File: src/rtl/tt_uio_arb_pkg.sv
// Shared types, widths and helpers for the uio pin arbiter.
// TT_UIO_ARB_PRIO_EN selects fixed-priority picking in place of round-robin.
package tt_uio_arb_pkg;

  typedef enum logic [1:0] {
    ST_IDLE,
    ST_TURN,
    ST_OWN
  } arb_state_e;

  localparam int PIN_W   = 8;
  localparam int MAX_REQ = 4;
  localparam int IDX_W   = $clog2(MAX_REQ);

  // Counters are sized for the largest legal HOLD_MAX / TURNAROUND.
  localparam int HOLD_LIMIT = 255;
  localparam int TURN_LIMIT = 3;
  localparam int HOLD_W     = $clog2(HOLD_LIMIT + 1);
  localparam int TURN_W     = $clog2(TURN_LIMIT + 1);

  function automatic logic [PIN_W-1:0] pin_slice(input logic [PIN_W*MAX_REQ-1:0] bus,
                                                 input logic [IDX_W-1:0]         idx);
    return PIN_W'(bus >> (idx * PIN_W));
  endfunction

endpackage

File: src/rtl/tt_uio_arbiter_pick.sv
// Combinational winner picker: round-robin after last_owner, or lowest index
// when TT_UIO_ARB_PRIO_EN is defined.
module tt_rr_pick
  import tt_uio_arb_pkg::*;
#(
  parameter int N_REQ = 2
) (
  input  logic [N_REQ-1:0] req,
  input  logic [IDX_W-1:0] last_owner,
  output logic [N_REQ-1:0] winner,
  output logic             valid
);

  logic [N_REQ-1:0] cand;

`ifdef TT_UIO_ARB_PRIO_EN
  logic unused_last;
  assign unused_last = ^last_owner;

  always_comb begin
    winner = '0;
    cand   = '0;
    for (int i = N_REQ - 1; i >= 0; i--) begin
      cand = N_REQ'(1) << i;
      if (|(req & cand)) winner = cand;
    end
  end
`else
  int idx;

  // Walk downward so the requester nearest after last_owner wins last.
  always_comb begin
    winner = '0;
    cand   = '0;
    idx    = 0;
    for (int k = N_REQ; k >= 1; k--) begin
      idx = int'(last_owner) + k;
      if (idx >= N_REQ) idx = idx - N_REQ;
      cand = N_REQ'(1) << idx;
      if (|(req & cand)) winner = cand;
    end
  end
`endif

  assign valid = |req;

endmodule

File: src/rtl/tt_uio_arbiter.sv
// Shares the 8 uio pins between N_REQ requesters with a forced all-input turnaround.
// Define TT_UIO_ARB_PRIO_EN for fixed-priority arbitration and preemption.
module tt_uio_arbiter
  import tt_uio_arb_pkg::*;
#(
  parameter int N_REQ      = 2,
  parameter int HOLD_MAX   = 15,
  parameter int TURNAROUND = 1
) (
  input  logic                   clk,
  input  logic                   rst_n,
  input  logic                   ena,
  input  logic [N_REQ-1:0]       req,
  input  logic [N_REQ-1:0]       rel,
  input  logic [PIN_W*N_REQ-1:0] req_out,
  input  logic [PIN_W*N_REQ-1:0] req_oe,
  input  logic [PIN_W-1:0]       uio_in,
  output logic [PIN_W-1:0]       uio_out,
  output logic [PIN_W-1:0]       uio_oe,
  output logic [N_REQ-1:0]       gnt,
  output logic [PIN_W-1:0]       rd_data,
  output logic                   busy
);

  arb_state_e state, next_state;
  logic [IDX_W-1:0]  owner, next_owner, last_owner, next_last, pick_last, pick_idx;
  logic [TURN_W-1:0] turn_cnt, next_turn;
  logic [HOLD_W-1:0] hold_cnt, next_hold;
  logic [N_REQ-1:0]  own_mask, others, pick_req, pick_onehot;
  logic              pick_valid, own_req, own_rel, preempt, leave;
  logic [PIN_W*MAX_REQ-1:0] out_bus, oe_bus;

  assign own_mask = N_REQ'(1) << owner;
  assign others   = req & ~own_mask;
  assign own_req  = |(req & own_mask);
  assign own_rel  = |(rel & own_mask);

`ifdef TT_UIO_ARB_PRIO_EN
  assign preempt = (hold_cnt == HOLD_W'(HOLD_MAX)) && |(req & (own_mask - N_REQ'(1)));
`else
  assign preempt = (hold_cnt == HOLD_W'(HOLD_MAX)) && |others;
`endif
  assign leave = own_rel || !own_req || preempt;

  // While leaving OWN the current owner is masked out so it cannot re-win at once.
  assign pick_req  = (state == ST_OWN) ? others : req;
  assign pick_last = (state == ST_OWN) ? owner  : last_owner;

  tt_rr_pick #(.N_REQ(N_REQ)) u_pick (
    .req        (pick_req),
    .last_owner (pick_last),
    .winner     (pick_onehot),
    .valid      (pick_valid)
  );

  always_comb begin
    pick_idx = '0;
    for (int i = 0; i < N_REQ; i++)
      if (|(pick_onehot & (N_REQ'(1) << i))) pick_idx = IDX_W'(i);
  end

  always_comb begin
    out_bus = '0;
    oe_bus  = '0;
    out_bus[PIN_W*N_REQ-1:0] = req_out;
    oe_bus[PIN_W*N_REQ-1:0]  = req_oe;
  end

  always_comb begin
    next_state = state;
    next_owner = owner;
    next_last  = last_owner;
    next_turn  = turn_cnt;
    next_hold  = hold_cnt;
    case (state)
      ST_IDLE: begin
        if (pick_valid) begin
          next_state = ST_TURN;
          next_owner = pick_idx;
          next_turn  = TURN_W'(TURNAROUND);
        end
      end
      ST_TURN: begin
        if (req == '0) begin
          next_state = ST_IDLE;
        end else if (turn_cnt <= TURN_W'(1)) begin
          next_state = ST_OWN;
          next_hold  = HOLD_W'(1);
          if (!own_req) next_owner = pick_idx;
        end else begin
          next_turn = turn_cnt - TURN_W'(1);
        end
      end
      ST_OWN: begin
        if (leave) begin
          next_last = owner;
          next_hold = '0;
          if (pick_valid) begin
            next_state = ST_TURN;
            next_owner = pick_idx;
            next_turn  = TURN_W'(TURNAROUND);
          end else begin
            next_state = ST_IDLE;
          end
        end else if (hold_cnt < HOLD_W'(HOLD_MAX)) begin
          next_hold = hold_cnt + HOLD_W'(1);
        end
      end
      default: next_state = ST_IDLE;
    endcase
  end

  // Pin outputs register alongside gnt, so the first OWN cycle already drives the owner.
  always_ff @(posedge clk) begin
    if (!rst_n) begin
      state      <= ST_IDLE;
      owner      <= '0;
      last_owner <= IDX_W'(N_REQ - 1);
      turn_cnt   <= '0;
      hold_cnt   <= '0;
      uio_out    <= '0;
      uio_oe     <= '0;
      gnt        <= '0;
      rd_data    <= '0;
    end else if (!ena) begin
      state    <= ST_IDLE;
      turn_cnt <= '0;
      hold_cnt <= '0;
      uio_out  <= '0;
      uio_oe   <= '0;
      gnt      <= '0;
    end else begin
      state      <= next_state;
      owner      <= next_owner;
      last_owner <= next_last;
      turn_cnt   <= next_turn;
      hold_cnt   <= next_hold;
      if (state == ST_OWN) rd_data <= uio_in;
      if (next_state == ST_OWN) begin
        uio_out <= pin_slice(out_bus, next_owner);
        uio_oe  <= pin_slice(oe_bus, next_owner);
        gnt     <= N_REQ'(1) << next_owner;
      end else begin
        uio_out <= '0;
        uio_oe  <= '0;
        gnt     <= '0;
      end
    end
  end

  assign busy = (state != ST_IDLE);

endmodule
File: config.mk
export PLATFORM = sky130hd
export DESIGN_NAME = tt_uio_arbiter
export DESIGN_NICKNAME = d
export VERILOG_FILES = /design/src/rtl/tt_uio_arb_pkg.sv /design/src/rtl/tt_uio_arbiter_pick.sv /design/src/rtl/tt_uio_arbiter.sv
export SDC_FILE = /design/constraint.sdc
export NUM_CORES = 1
export LEC_CHECK = 0
export ABC_CLOCK_PERIOD_IN_PS = 2100
export BUFFER_PORTS_ARGS = -buffer_cell sky130_fd_sc_hd__buf_4
export CAP_MARGIN = 20
export CORE_MARGIN = 4
export CORE_UTILIZATION = 43
export CTS_CLUSTER_DIAMETER = 60
export DETAILED_ROUTE_END_ITERATION = 10
export GPL_TIMING_DRIVEN = 0
export PLACE_DENSITY = 0.72
export SLEW_MARGIN = 20
export SYNTH_ARGS = -nofsm -noshare
export SYNTH_HDL_FRONTEND = slang
export SYNTH_SLANG_ARGS = --single-unit
File: constraint.sdc
create_clock -name clk -period 2.1 [get_ports clk]
set_clock_uncertainty 0.1 [all_clocks]
set_input_delay 0.105 -clock clk [delete_from_list [all_inputs] [get_ports clk]]
set_output_delay 0.105 -clock clk [all_outputs]
set_load 0.05 [all_outputs]
==> flow_summary.ini, run 1 <==
[status]
status = complete, but fails checks
violations = negative setup slack

[worst_setup_path]
critical_path_class = reg -> reg
worstPathArrival_ns = 2.35
cp-end-kind = flip-flop
cp.required_ns = 2.18
cp_max_fo = 5
startpoint_type = flip-flop
reg2reg_slack_ns = -0.17

[synth]
ys.warnings.count = 0
ys_seq_area_share_pct = 44.53
synth-edff-count = 0
yosysUniqueCellTypes = 45
syn_nets = 260
ys.flop_type = dfxtp_1
synth_seq_cells = 42
synth_area_mm2 = 0.001888
synthArstFlopShare_pct = 0
netlist_instances = 211
avgSynthCellArea_um2 = 8.948

[pwr]
cellLeakagePower_nw = 1.416
p_per_area_mw_per_mm2 = 543.5
ir_drop_mv = 0.4127
p_total_mw = 1.738

[clock_tree]
cts_sinks = 42
clock_tree.root_cell = clkbuf_8
htree_levels = 2
numCtsBuffers = 5
cts_tree = built
clockBufferDepth = 2
worstSkewPairLatency_ns = 0.29
path_clk_slew_ns = 0.08

[grt]
grt_pass1_wl_um = 9639
grt_pass1_vias = 2114
met2_usage_pct = 39.17
grt_overflow = 0
grt_start_max_net_pins = 13
grt_usage_pct = 22.99
antenna_found_initial = 0
use_met1_pct = 25.48
met3_usage_pct = 10.95
top_usage_layer = met2

[route]
wire_per_inst_um = 15.48
dr_total_vias = 2010
drtAntennaViolNets = 0
wl_um = 5975
viasPerCell = 5.207
first_pass_iters = 4
drcViolationCount = 0
initialDrtViolationCount = 188

[timing]
relSlewSlack_pct = 66.28
clock.fmax_ghz = 0.4399
tightest_slew_ns = 0.5058
setup_slack_ns = -0.1732
hold_violations = 0
period_needed_ns = 2.273
setup_violations = 17
rsz0062_at_grt = true
finalCritPeriodShare_pct = 108.2
drv_slew = 0

[layout]
layout.nets = 384
antenna_cells = 0
fill_cells = 255
postLayoutCoreUtil_pct = 77.71
layout-drive-gt1-share_pct = 38.39
area_growth_pct = 69.38

[floorplan]
start_util_pct = 45.88
coreArea_mm2 = 0.004115
dieHeight_um = 74.27
io_pins = 74
dieArea_mm2 = 0.005515
die_x_um = 74.27
rows = 23

[placed_design]
gp_congestion = 0.7767
dp_hpwl_um = 3229
pre_cts_slack_ns = -0.2011
io_buffers = 72

[hold_path]
hp-class = in -> reg

[job]
drv_cap = 0
==> synth_stat cells, types with 5 or more instances <==
cell type | n | area share [%]
nand2_1 | 17 | 3.4
dfxtp_1 | 42 | 45
a21boi_0 | 8 | 3.2
nand3_1 | 9 | 2.4
o21ai_0 | 6 | 1.6
nor2_1 | 30 | 6.0
a21oi_1 | 8 | 2.1
mux2i_1 | 19 | 10
nand2b_1 | 5 | 1.7
nor3_1 | 9 | 2.4
==> power breakdown <==
group / internal, mW / total, mW / switching, mW
Combinational: 0.224 / 0.390 / 0.167
Clock: 0.265 / 0.532 / 0.266
Sequential: 0.807 / 0.816 / 0.00917
Total: 1.30 / 1.74 / 0.442
==> sequential cells by signal, summed over array words and instances, names as in the netlist <==
signal,flops
gnt,2
hold_cnt,8
last_owner,2
owner,2
rd_data,8
state,2
turn_cnt,2
uio_oe,8
uio_out,8
==> final timing paths <==
path              startpoint    endpoint  cells past startpoint
hold / removal     uio_in[5]  rd_data[5]                      3
hold reg to reg   rd_data[0]  rd_data[0]                      2
setup reg to reg    owner[0]   uio_oe[7]                      9
setup / recovery    owner[0]   uio_oe[7]                      9
==> final cells by class <==
cell class	instances	area [µm²]	share of cell area, %
Buffer	9	68.82	2.152
Clock buffer	7	86.33	2.700
Clock inverter	1	5.005	0.1565
Inverter	5	18.77	0.5869
Multi-Input combinational cell	152	1077	33.69
Sequential cell	42	850.8	26.60
Tap cell	50	62.56	1.956
Timing Repair Buffer	120	1028	32.16
==> cell usage in the layout (no fill, tap or decap), types with 2 or more instances in the layout <==
cell / n
a21boi_0: 8
a21oi_1: 6
a21oi_2: 2
a41oi_1: 2
and3_1: 3
buf_4: 81
buf_6: 2
clkbuf_1: 4
clkbuf_8: 6
dfxtp_1: 36
dfxtp_2: 5
dlygate4sd3_1: 38
inv_1: 4
mux2i_1: 16
mux2i_2: 2
nand2_1: 17
nand2b_1: 5
nand3_1: 9
nor2_1: 28
nor2_2: 2
nor2b_1: 2
nor3_1: 5
nor3_2: 4
o21ai_0: 6
o22ai_1: 3
or2_2: 3
==> routing by layer <==
metal | up-vias | wire length [µm]
met5 | - | 0
met4 | 0 | 82
met3 | 7 | 645
met2 | 85 | 2888
met1 | 933 | 2360
li1 | 985 | -
==> repair_timing <==
item,in CTS,in global routing
hold endpoints to repair,22,0
endpoints found under the setup margin,20,29
hold buffers,38,0
gates resized for setup,16,18
gates cloned,1,0
pin swaps,6,6
setup buffers,7,2
==> worst max-delay path, cell delays in order (launching register included) <==
cell and delay [ns]:
dfxtp_4 0.38, mux2_4 0.30, and3b_1 0.19, buf_6 0.12, or3_4 0.37, o211a_1 0.13, buf_6 0.14, buf_4 0.15
mux2i_2 0.19, nor2_1 0.08
==> through the flow <==
step           hold WS, ns  TNS [ns]  area, µm²  cells
2_1_floorplan       0.1372  -0.05569       1901    211
3_5_place_dp        0.2447    -2.112       2504    333
5_1_grt            0.02418    -3.063       3198    386
6_report          0.005718    -1.674       3198    386
3_3_place_gp        0.2380    -2.516       2504    333
4_1_cts          0.0006483    -1.563       3115    386
==> cell families after synthesis <==
family                   share of synthesized area, %
buffers and inverters                           5.433
multiplexers                                    10.87
adder cells (fa/ha/maj)                         1.325
AND/OR/NAND/NOR                                 22.40
flip-flops                                      44.53
AO/OA/AOI/OAI                                   15.44
No activity file was read; power rests on OpenSTA's default activity.
==> run 2: changes to the inputs <==
--- a/config.mk
+++ b/config.mk
@@ -5,7 +5,7 @@
 export SDC_FILE = /design/constraint.sdc
 export NUM_CORES = 1
 export LEC_CHECK = 0
-export ABC_CLOCK_PERIOD_IN_PS = 2100
+export ABC_CLOCK_PERIOD_IN_PS = 1900
 export BUFFER_PORTS_ARGS = -buffer_cell sky130_fd_sc_hd__buf_4
 export CAP_MARGIN = 20
 export CORE_MARGIN = 4
==> constraint.sdc (replaced) <==
create_clock -name clk -period 1.9 [get_ports clk]
set_clock_uncertainty 0.1 [all_clocks]
set_input_delay 0.095 -clock clk [delete_from_list [all_inputs] [get_ports clk]]
set_output_delay 0.095 -clock clk [all_outputs]
set_load 0.05 [all_outputs]
==> run 2 against run 1 <==
Net effect:
- the flow still finishes with violations (negative setup slack)
- via count up 4.2%
- global-route usage up 1.1 points
- non-clock buffer count up 11
- critical endpoint is now uio_out[0]
- clock-buffer cell count unchanged
- highest routed layer unchanged
- combinational power up 19%
- total power up 19%
- sequential cell count unchanged
- fmax down 0.33%
==> flow_summary.ini, run 2 (synthesis results as in run 1) <==
[timing]
setup_violations = 29
period_needed_ns = 2.281
finalCritPeriodShare_pct = 120.0
tightest_slew_ns = 0.4442
clock.fmax_ghz = 0.4385
drv_slew = 0
rsz0062_at_grt = true
hold_violations = 0
setup_slack_ns = -0.3807
relSlewSlack_pct = 70.23

[route]
wl_um = 6720
initialDrtViolationCount = 173
drtAntennaViolNets = 0
dr_total_vias = 2095
wire_per_inst_um = 16.93
first_pass_iters = 4
viasPerCell = 5.277
drcViolationCount = 0

[layout]
layout.nets = 395
final-seq-area_um2 = 854.6
final_common_cell = buf_4
area_growth_pct = 80.58
antenna_cells = 0
most-common-layout-cells = buf_4, dlygate4sd3_1, dfxtp_1, nor2_1, nand2_1
multi_input_area_mm2 = 0.001131
post-route-cell-area_mm2 = 0.003410
layout-drive-gt1-share_pct = 43.23
fill_cells = 229

[placed_design]
pre_cts_slack_ns = -0.4523
dp_hpwl_um = 3447
io_buffers = 72
gp_congestion = 0.7933
dpl_cell_area_mm2 = 0.002514

[worst_setup_path]
startpoint_type = flip-flop
path_buf_inv = 2
critical-path-top-delay-family = simple AND/OR/NAND/NOR gates
cp_max_fo = 6
slowest_delay_ns = 0.54
cp.required_ns = 1.98
cp-end-kind = flip-flop
path_cells = or4_4, and3b_2, or3_1, o211a_1, buf_6, buf_4, mux2i_1, nor2_1
critical_path_class = reg -> reg
critPathSlowestCell = or4_4
worstPathArrival_ns = 2.36

[clock_tree]
worstSkewPairLatency_ns = 0.29
clockBufferDepth = 2
cts_sinks = 42
htree_levels = 2
cts_tree = built
clock_tree.root_cell = clkbuf_8
path_clk_slew_ns = 0.08
numCtsBuffers = 5

[grt]
grt_start_max_net_pins = 13
grt_pass1_wl_um = 10160
grt_overflow = 0
grt_usage_pct = 24.13
antenna_found_initial = 0
grt_pass1_vias = 2140

[floorplan]
start_util_pct = 45.88
dieArea_mm2 = 0.005515
coreArea_mm2 = 0.004115
io_pins = 74
dieHeight_um = 74.27
rows = 23
die_x_um = 74.27

[hold_path]
hp-class = in -> reg

[pwr]
p_per_area_mw_per_mm2 = 606.2
ir_drop_mv = 0.4920
cellLeakagePower_nw = 1.501

[status]
violations = negative setup slack
status = complete, but fails checks

[job]
drv_cap = 0
==> run 2: cell count changes in the layout (fill, tap and decap cells not counted), moves of 3 or more <==
| cell | before | now |
|---|---|---|
| a21oi_1 | 6 | 3 |
| dlygate4sd3_1 | 38 | 41 |
| buf_6 | 2 | 8 |
| a21oi_2 | 2 | 5 |
| nor2_1 | 28 | 25 |
| nor2_2 | 2 | 5 |
==> run 2: final timing paths <==
check | startpoint | end | slack (ns) | cells after the start
setup / recovery | hold_cnt[6] | uio_out[0] | -0.38 | 8
hold / removal | ena | owner[0] | 0.04 | 3
setup reg to reg | hold_cnt[6] | uio_out[0] | -0.38 | 8
hold reg to reg | rd_data[4] | rd_data[4] | 0.37 | 2
==> run 2: repair_timing <==
| action | 4_1_cts | 5_1_grt |
|---|---|---|
| resized for setup | 25 | 35 |
| cloned | 2 | 0 |
| hold buffers | 41 | 0 |
| endpoints found under the setup margin | 31 | 37 |
| buffers inserted | 12 | 6 |
| pin swaps | 18 | 17 |
| hold endpoints to repair | 25 | 0 |
==> run 2: through the flow <==
step / TNS (ns) / power, mW / util, % / hold WS, ns / std cells
CTS: -5.043 / 2.022 / 79.42 / 0.02795 / 394
floorplan: -2.482 / 1.095 / - / 0.1272 / 211
detailed placement: -8.548 / 1.209 / 61.08 / 0.2339 / 333
global route: -8.309 / 2.127 / 82.85 / 0.05830 / 397
finish: -6.237 / 2.067 / 82.85 / 0.04365 / 397
global placement: -8.968 / 1.205 / 61.08 / 0.2260 / 333
==> run 2: layout make-up <==
class	instances	share of cell area (%)
Buffer	8	1.945
Clock buffer	7	2.239
Clock inverter	1	0.8807
Inverter	5	0.5505
Multi-Input combinational cell	152	33.17
Sequential cell	42	25.06
Tap cell	50	1.835
Timing Repair Buffer	132	34.31
==> run 2: where the power goes <==
part           leakage, nW  internal (mW)  switching (mW)  total [mW]
clock               0.0524          0.394           0.305       0.698
combinational         1.11          0.269           0.197       0.466
sequential           0.343          0.891          0.0115       0.902
total                 1.50           1.55           0.513        2.07
==> run 2: tightest hold or removal path: stages <==
cell	delay [ns]
buf_4	0.11
o21ai_0	0.10
a21oi_2	0.10
==> run 2: routing by layer <==
| layer | global-route usage (%) | share of wire, % |
|---|---|---|
| met5 | 0 | 0 |
| met4 | 8.498 | 1.6 |
| met3 | 9.054 | 8.1 |
| met2 | 41.63 | 50 |
| met1 | 27.34 | 40 |
